**src/rtl/nibble_serial_add_ctrl_if.sv**
```systemverilog
// Operand/result handshake bundle for nibble_serial_add_ctrl; ovf exists only with OVF_FLAG_EN.
interface nibble_serial_add_ctrl_if #(
  parameter int NIBBLES = 4
);
  localparam int W = 4 * NIBBLES;

  logic         in_valid;
  logic         in_ready;
  logic [W-1:0] a;
  logic [W-1:0] b;
  logic         cin;
  logic         out_valid;
  logic         out_ready;
  logic [W-1:0] sum;
  logic         cout;
`ifdef OVF_FLAG_EN
  logic         ovf;
`endif

  modport master (
    output in_valid, a, b, cin, out_ready,
    input  in_ready, out_valid, sum, cout
`ifdef OVF_FLAG_EN
    , ovf
`endif
  );

  modport slave (
    input  in_valid, a, b, cin, out_ready,
    output in_ready, out_valid, sum, cout
`ifdef OVF_FLAG_EN
    , ovf
`endif
  );
endinterface

```
**src/rtl/nibble_serial_add_ctrl.sv**
```systemverilog
// Serial W-bit adder on one 4-bit ripple adder: result valid NIBBLES cycles after accept, held until out_ready.
// OVF_FLAG_EN adds a registered signed-overflow flag; no input reaches an output combinationally.
module multibitrippleadder (
  input  logic [3:0] i_a,
  input  logic [3:0] i_b,
  input  logic       i_cin,
  output logic [3:0] o_sum,
  output logic       o_cout
);
  logic r_c;

  always_comb begin
    o_sum = '0;
    r_c   = i_cin;
    for (int i = 0; i < 4; i++) begin
      o_sum[i] = i_a[i] ^ i_b[i] ^ r_c;
      r_c      = (i_a[i] & i_b[i]) | (r_c & (i_a[i] ^ i_b[i]));
    end
    o_cout = r_c;
  end
endmodule

module nibble_serial_add_ctrl #(
  parameter int NIBBLES = 4
) (
  input  logic                     clk,
  input  logic                     rst,
  nibble_serial_add_ctrl_if.slave  bus
);
  localparam int W  = 4 * NIBBLES;
  localparam int IW = $clog2(NIBBLES);

  typedef enum logic [1:0] {
    IDLE = 2'd0,
    RUN  = 2'd1,
    DONE = 2'd2
  } state_t;

  state_t        r_state;
  state_t        w_next;
  logic [W-1:0]  r_a;
  logic [W-1:0]  r_b;
  logic [W-1:0]  r_sum;
  logic          r_carry;
  logic          r_cout;
  logic [IW-1:0] r_idx;
`ifdef OVF_FLAG_EN
  logic          r_ovf;
`endif

  logic [IW+1:0] w_base;
  logic [3:0]    w_a_nib;
  logic [3:0]    w_b_nib;
  logic [3:0]    w_nsum;
  logic          w_ncout;
  logic          w_last;
  logic          w_accept;
  logic          w_release;

  assign w_base    = {r_idx, 2'b00};
  assign w_a_nib   = r_a[w_base +: 4];
  assign w_b_nib   = r_b[w_base +: 4];
  assign w_last    = (r_idx == IW'(NIBBLES - 1));
  assign w_accept  = (r_state == IDLE) && bus.in_valid;
  assign w_release = (r_state == DONE) && bus.out_ready;

  multibitrippleadder u_add (
    .i_a    (w_a_nib),
    .i_b    (w_b_nib),
    .i_cin  (r_carry),
    .o_sum  (w_nsum),
    .o_cout (w_ncout)
  );

  always_ff @(posedge clk) begin
    if (rst) r_state <= IDLE;
    else     r_state <= w_next;
  end

  always_comb begin
    w_next = r_state;
    case (r_state)
      IDLE:    if (w_accept)  w_next = RUN;
      RUN:     if (w_last)    w_next = DONE;
      DONE:    if (w_release) w_next = IDLE;
      default: w_next = IDLE;
    endcase
  end

  always_ff @(posedge clk) begin
    if (rst) begin
      r_a     <= '0;
      r_b     <= '0;
      r_sum   <= '0;
      r_carry <= 1'b0;
      r_cout  <= 1'b0;
      r_idx   <= '0;
`ifdef OVF_FLAG_EN
      r_ovf   <= 1'b0;
`endif
    end else begin
      if (w_accept) begin
        r_a     <= bus.a;
        r_b     <= bus.b;
        r_carry <= bus.cin;
        r_idx   <= '0;
        r_sum   <= '0;
`ifdef OVF_FLAG_EN
        r_ovf   <= 1'b0;
`endif
      end
      if (r_state == RUN) begin
        r_sum[w_base +: 4] <= w_nsum;
        r_carry            <= w_ncout;
        // idx parks on the last nibble rather than wrapping
        if (w_last) begin
          r_cout <= w_ncout;
`ifdef OVF_FLAG_EN
          r_ovf  <= (r_a[W-1] == r_b[W-1]) && (w_nsum[3] != r_a[W-1]);
`endif
        end else begin
          r_idx <= r_idx + 1'b1;
        end
      end
    end
  end

  assign bus.in_ready  = (r_state == IDLE);
  assign bus.out_valid = (r_state == DONE);
  assign bus.sum       = r_sum;
  assign bus.cout      = r_cout;
`ifdef OVF_FLAG_EN
  assign bus.ovf       = r_ovf;
`endif
endmodule

```
**src/flat_wrapper.sv**
```systemverilog
// flat-port wrapper written by rule: the top's interface ports become plain ports
module nibble_serial_add_ctrl_flat 
#(
  parameter int NIBBLES = 4
)
  (clk, rst, bus_in_valid, bus_a, bus_b, bus_cin, bus_out_ready, bus_in_ready, bus_out_valid, bus_sum, bus_cout);
  nibble_serial_add_ctrl_if #(.NIBBLES(NIBBLES)) bus_i ();
  input  logic clk;
  input  logic rst;
  input wire logic [$bits(bus_i.in_valid)-1:0] bus_in_valid;
  input wire logic [$bits(bus_i.a)-1:0] bus_a;
  input wire logic [$bits(bus_i.b)-1:0] bus_b;
  input wire logic [$bits(bus_i.cin)-1:0] bus_cin;
  input wire logic [$bits(bus_i.out_ready)-1:0] bus_out_ready;
  output wire logic [$bits(bus_i.in_ready)-1:0] bus_in_ready;
  output wire logic [$bits(bus_i.out_valid)-1:0] bus_out_valid;
  output wire logic [$bits(bus_i.sum)-1:0] bus_sum;
  output wire logic [$bits(bus_i.cout)-1:0] bus_cout;
  assign bus_i.in_valid = bus_in_valid;
  assign bus_i.a = bus_a;
  assign bus_i.b = bus_b;
  assign bus_i.cin = bus_cin;
  assign bus_i.out_ready = bus_out_ready;
  assign bus_in_ready = bus_i.in_ready;
  assign bus_out_valid = bus_i.out_valid;
  assign bus_sum = bus_i.sum;
  assign bus_cout = bus_i.cout;
  nibble_serial_add_ctrl #(.NIBBLES(NIBBLES)) u_core (.clk(clk), .rst(rst), .bus(bus_i));
endmodule
```
**config.mk**
```make
export PLATFORM = sky130hd
export DESIGN_NAME = nibble_serial_add_ctrl_flat
export DESIGN_NICKNAME = d
export VERILOG_FILES = /design/src/rtl/nibble_serial_add_ctrl_if.sv /design/src/rtl/nibble_serial_add_ctrl.sv /design/src/flat_wrapper.sv
export SDC_FILE = /design/constraint.sdc
export NUM_CORES = 1
export LEC_CHECK = 0
export ABC_CLOCK_PERIOD_IN_PS = 2800
export CORE_MARGIN = 10
export CORE_UTILIZATION = 45
export DETAILED_ROUTE_END_ITERATION = 7
export PLACE_DENSITY = 0.74
export SYNTH_ARGS = -nofsm -noshare
export SYNTH_HDL_FRONTEND = slang
export SYNTH_SLANG_ARGS = --single-unit
```
**constraint.sdc**
```tcl
create_clock -name clk -period 2.8 [get_ports clk]
set_input_delay 0.56 -clock clk [delete_from_list [all_inputs] [get_ports clk]]
set_output_delay 0.56 -clock clk [all_outputs]
set_load 0.02 [all_outputs]
```
==> reports/qor.txt <==
PLACE
---------------------------------------------------------------------------------
Cell count after placement                                                    374
Placed cell area                                                         3030 um2
DPL Wire Length                                                           4.33 mm
Port buffer count                                                              55
Gpl congestion                                                              0.764

DETAILED ROUTING
---------------------------------------------------------------------------------
Routed wirelength normalized by instance count                            14.5 um
Total met3 wirelength after detailed routing                               277 um
Overall routed net length                                                 5.52 mm
Residual DRC count                                                              0
Antenna-violating nets left                                                     0
Detailed router's first-iteration violation count                              61
Count of TritonRoute iterations in the first routing pass                       4
Met2 Wirelength                                                           2.70 mm
Via Count                                                                   1,958
Routed via count divided by cell count                                       5.13
Highest routed metal layer                                                   met4
Routed met1 length                                                        2.49 mm

FINAL LAYOUT
---------------------------------------------------------------------------------
Fin area                                                                 3160 um2
Area Overhead vs Synth                                                      29.2%
Ratio of cells with drive above 1 in the final layout                       14.4%
Layout Nets                                                                   358
Non-filler instance count after layout                                        382
Antenna Cells                                                                   0

CRITICAL PATH
---------------------------------------------------------------------------------
Worst Path Arrival                                                        2.90 ns
Data required time at the worst endpoint                                  3.00 ns
Critical Setup Path Class                                                 reg2reg
Maximum net fanout on the critical path                                         4
Startpoint Class                                                        flip-flop
Endpoint type of the worst setup path                                   flip-flop

CTS
---------------------------------------------------------------------------------
CTS max path bufs                                                               2
Post-CTS setup-driven buffer insertion count                                    0
Clock tree from TritonCTS                                                    done
Clock tree sinks                                                               54
Skew-Pair Late Insertion Delay                                            0.30 ns
Inserted Clock Buffers                                                          5
Register clock-pin slew on the reported worst setup and hold paths        0.10 ns
Root buffer cell                                                     sky130_fd_sc_hd__clkbuf_8
Hold Buf Count CTS                                                              0
Htree depth                                                                     2

SYNTH
---------------------------------------------------------------------------------
Synth unique cells                                                             32
Number of warnings issued by yosys                                              0
Cell accounting for the most synthesized area                        sky130_fd_sc_hd__dfxtp_1
Portion of synthesized cell area occupied by the leading cell type          44.2%
Cell area after synthesis                                                2450 um2
Syn_area_per_cell                                                        9.41 um2
Post-synthesis net count                                                      307
Cell types occupying the most area after synthesis                   sky130_fd_sc_hd__dfxtp_1 44%, sky130_fd_sc_hd__nand2_1 11%, sky130_fd_sc_hd__a21oi_1 7.4%, sky130_fd_sc_hd__mux4_2 7.4%, sky130_fd_sc_hd__a22o_1 5.7%
Number of synthesized register bits                                            54
Synthesized instance count                                                    260
Seq/Total Area, Yosys                                                       44.2%

RUN
---------------------------------------------------------------------------------
Count of maximum capacitance violations                                         0

TIMING
---------------------------------------------------------------------------------
Final slew viol count                                                           0
Relative max-transition margin                                              51.1%
Fin Clk Skew                                                           0.00687 ns
Worst-Margin Slew                                                        0.733 ns
Final worst path period share                                               96.3%
Final hold violations                                                           0
Final setup fails                                                               0
Final hold slack                                                         0.460 ns
Tmin final                                                                2.70 ns
Peak Freq                                                                 371 MHz

PWR
---------------------------------------------------------------------------------
Power per cell area                                                    504 nW/um2
Max rail drop VDD                                                          308 uV
Leakage power of the design                                            0.00117 uW

GLOBAL ROUTING
---------------------------------------------------------------------------------
Largest net degree at the start of global routing                              33
First-pass GRT wire length                                                9.36 mm
Total global routing track utilization                                      12.8%
Global-route congestion overflow total                                          0
Vias in the first global route                                              2,037
Antenna violations before repair                                                0

FLOORPLAN
---------------------------------------------------------------------------------
Die width                                                                 93.7 um
Core outline area                                                        5200 um2
Floorplan die height                                                      93.7 um
Effective utilization at floorplan                                          47.0%
Number of core rows                                                            26
Ports placed on the boundary                                                   56
Area enclosed by the die boundary                                        8790 um2

HOLD PATH
---------------------------------------------------------------------------------
Worst hold path class                                                     reg2reg

STATUS
---------------------------------------------------------------------------------
Status                                                               finished, final reports clean

## synthesized netlist by cell type
| library cell | n |
|---|---|
| sky130_fd_sc_hd__buf_4 | 1 |
| sky130_fd_sc_hd__a211oi_1 | 1 |
| sky130_fd_sc_hd__nand3b_1 | 1 |
| sky130_fd_sc_hd__mux2_1 | 1 |
| sky130_fd_sc_hd__a21oi_1 | 36 |
| sky130_fd_sc_hd__nor4_2 | 2 |
| sky130_fd_sc_hd__mux2i_1 | 1 |
| sky130_fd_sc_hd__mux2_2 | 3 |
| sky130_fd_sc_hd__mux4_2 | 8 |
| sky130_fd_sc_hd__clkbuf_1 | 4 |
| sky130_fd_sc_hd__nor2_1 | 8 |
| sky130_fd_sc_hd__and3_1 | 1 |
| sky130_fd_sc_hd__nor3b_1 | 1 |
| sky130_fd_sc_hd__buf_2 | 9 |
| sky130_fd_sc_hd__a31oi_1 | 2 |
| sky130_fd_sc_hd__nand3_1 | 2 |
| sky130_fd_sc_hd__or3b_1 | 1 |
| sky130_fd_sc_hd__nand4bb_1 | 1 |
| sky130_fd_sc_hd__o221a_2 | 1 |
| sky130_fd_sc_hd__inv_1 | 11 |
| sky130_fd_sc_hd__nand2b_4 | 1 |
| sky130_fd_sc_hd__dfxtp_1 | 54 |
| sky130_fd_sc_hd__buf_6 | 5 |
| sky130_fd_sc_hd__nand2b_1 | 1 |
| sky130_fd_sc_hd__o21bai_1 | 1 |
| sky130_fd_sc_hd__a22o_1 | 16 |
| sky130_fd_sc_hd__nor2b_1 | 3 |
| sky130_fd_sc_hd__nor3b_2 | 1 |
| sky130_fd_sc_hd__a21oi_2 | 4 |
| sky130_fd_sc_hd__ha_1 | 6 |
| sky130_fd_sc_hd__fa_1 | 4 |
| sky130_fd_sc_hd__nand2_1 | 69 |
## power by group
group | total (uW) | internal, uW | switching [uW] | leakage, uW
sequential | 824 | 800 | 24.1 | 0.000441
clock | 536 | 273 | 263 | 0.0000591
combinational | 236 | 122 | 113 | 0.000669
## registers in the layout (all words and copies together), names as in the netlist
register / flops
u_core.r_idx: 2
u_core.r_state: 2
u_core.r_carry: 1
u_core.bus.cout: 1
u_core.bus.sum: 16
u_core.r_a: 16
u_core.r_b: 16
## cells by family (layout without fill, tap and decap cells)
group,Yosys count,after routing,synth area share (%)
adder cells (fa/ha/maj),10,10,6.34
AO/OA/AOI/OAI,61,61,16.1
multiplexers,13,13,9.61
AND/OR/NAND/NOR,92,92,17.0
flip-flops,54,54,44.2
buffers and inverters,30,82,6.75
## metrics by stage
stage,setup WS (ns),setup TNS [ns],total power [uW],utilization [%]
after floorplan,0.0272,0,987,-
after global placement,0.0477,0,1070,58.2
after detailed placement,-0.0514,-0.190,1070,58.2
after CTS,0.0369,0,1600,60.5
after global routing,-0.00608,-0.0116,1670,60.8
final,0.103,0,1600,60.8
## cells in the final DEF (no fill, tap or decap), types with 2 or more instances in the layout
cell type / instances
sky130_fd_sc_hd__ha_1: 6
sky130_fd_sc_hd__mux4_2: 8
sky130_fd_sc_hd__inv_1: 7
sky130_fd_sc_hd__a21oi_2: 4
sky130_fd_sc_hd__a31oi_1: 2
sky130_fd_sc_hd__nand3_1: 2
sky130_fd_sc_hd__clkbuf_8: 5
sky130_fd_sc_hd__buf_4: 8
sky130_fd_sc_hd__dfxtp_1: 53
sky130_fd_sc_hd__inv_6: 2
sky130_fd_sc_hd__nand2_1: 69
sky130_fd_sc_hd__nor2_1: 8
sky130_fd_sc_hd__fa_2: 3
sky130_fd_sc_hd__nor4_2: 2
sky130_fd_sc_hd__inv_2: 4
sky130_fd_sc_hd__a22o_1: 16
sky130_fd_sc_hd__clkdlybuf4s50_1: 55
sky130_fd_sc_hd__nor2b_1: 2
sky130_fd_sc_hd__mux2_2: 3
sky130_fd_sc_hd__a21oi_1: 36
## path summary, 6_finish.rpt
check	start	endpoint	slack, ns	cells after the start
setup / recovery	u_core.r_idx[0]	u_core.bus.sum[11]	0.10	11
hold / removal	u_core.r_a[6]	u_core.r_a[6]	0.46	2
setup reg to reg	u_core.r_idx[0]	u_core.bus.sum[11]	0.10	11
hold reg to reg	u_core.r_a[6]	u_core.r_a[6]	0.46	2
## metal layers
layer,up-vias,GRT usage [%]
met5,-,0
li1,990,-
met3,7,3.84
met4,0,2.66
met1,913,14.9
met2,48,22.5
## cell type report
type	instances	area, um2
Fill cell	480	2040
Multi-Input combinational cell	176	1220
Sequential cell	54	1080
Clock inverter	3	47.5
Tap cell	70	87.6
Inverter	11	41.3
Timing Repair Buffer	63	611
Clock buffer	5	68.8
## critical path, stage by stage (launching register included)
cell,delay (ns)
sky130_fd_sc_hd__dfxtp_4,0.38
sky130_fd_sc_hd__mux4_2,0.50
sky130_fd_sc_hd__inv_2,0.07
sky130_fd_sc_hd__fa_2,0.19
sky130_fd_sc_hd__inv_2,0.04
sky130_fd_sc_hd__fa_2,0.32
sky130_fd_sc_hd__inv_2,0.06
sky130_fd_sc_hd__fa_2,0.18
sky130_fd_sc_hd__inv_2,0.04
sky130_fd_sc_hd__fa_1,0.44
sky130_fd_sc_hd__nor2b_4,0.15
sky130_fd_sc_hd__a22o_1,0.21
## repair_timing
item / 4_1_cts / 5_1_grt
gates resized for setup: 2 / 9
endpoints found under the setup margin: 4 / 4
pin swaps: 0 / 1
cloned: 0 / 0
Note: power is estimated with default switching activity, not from simulation.
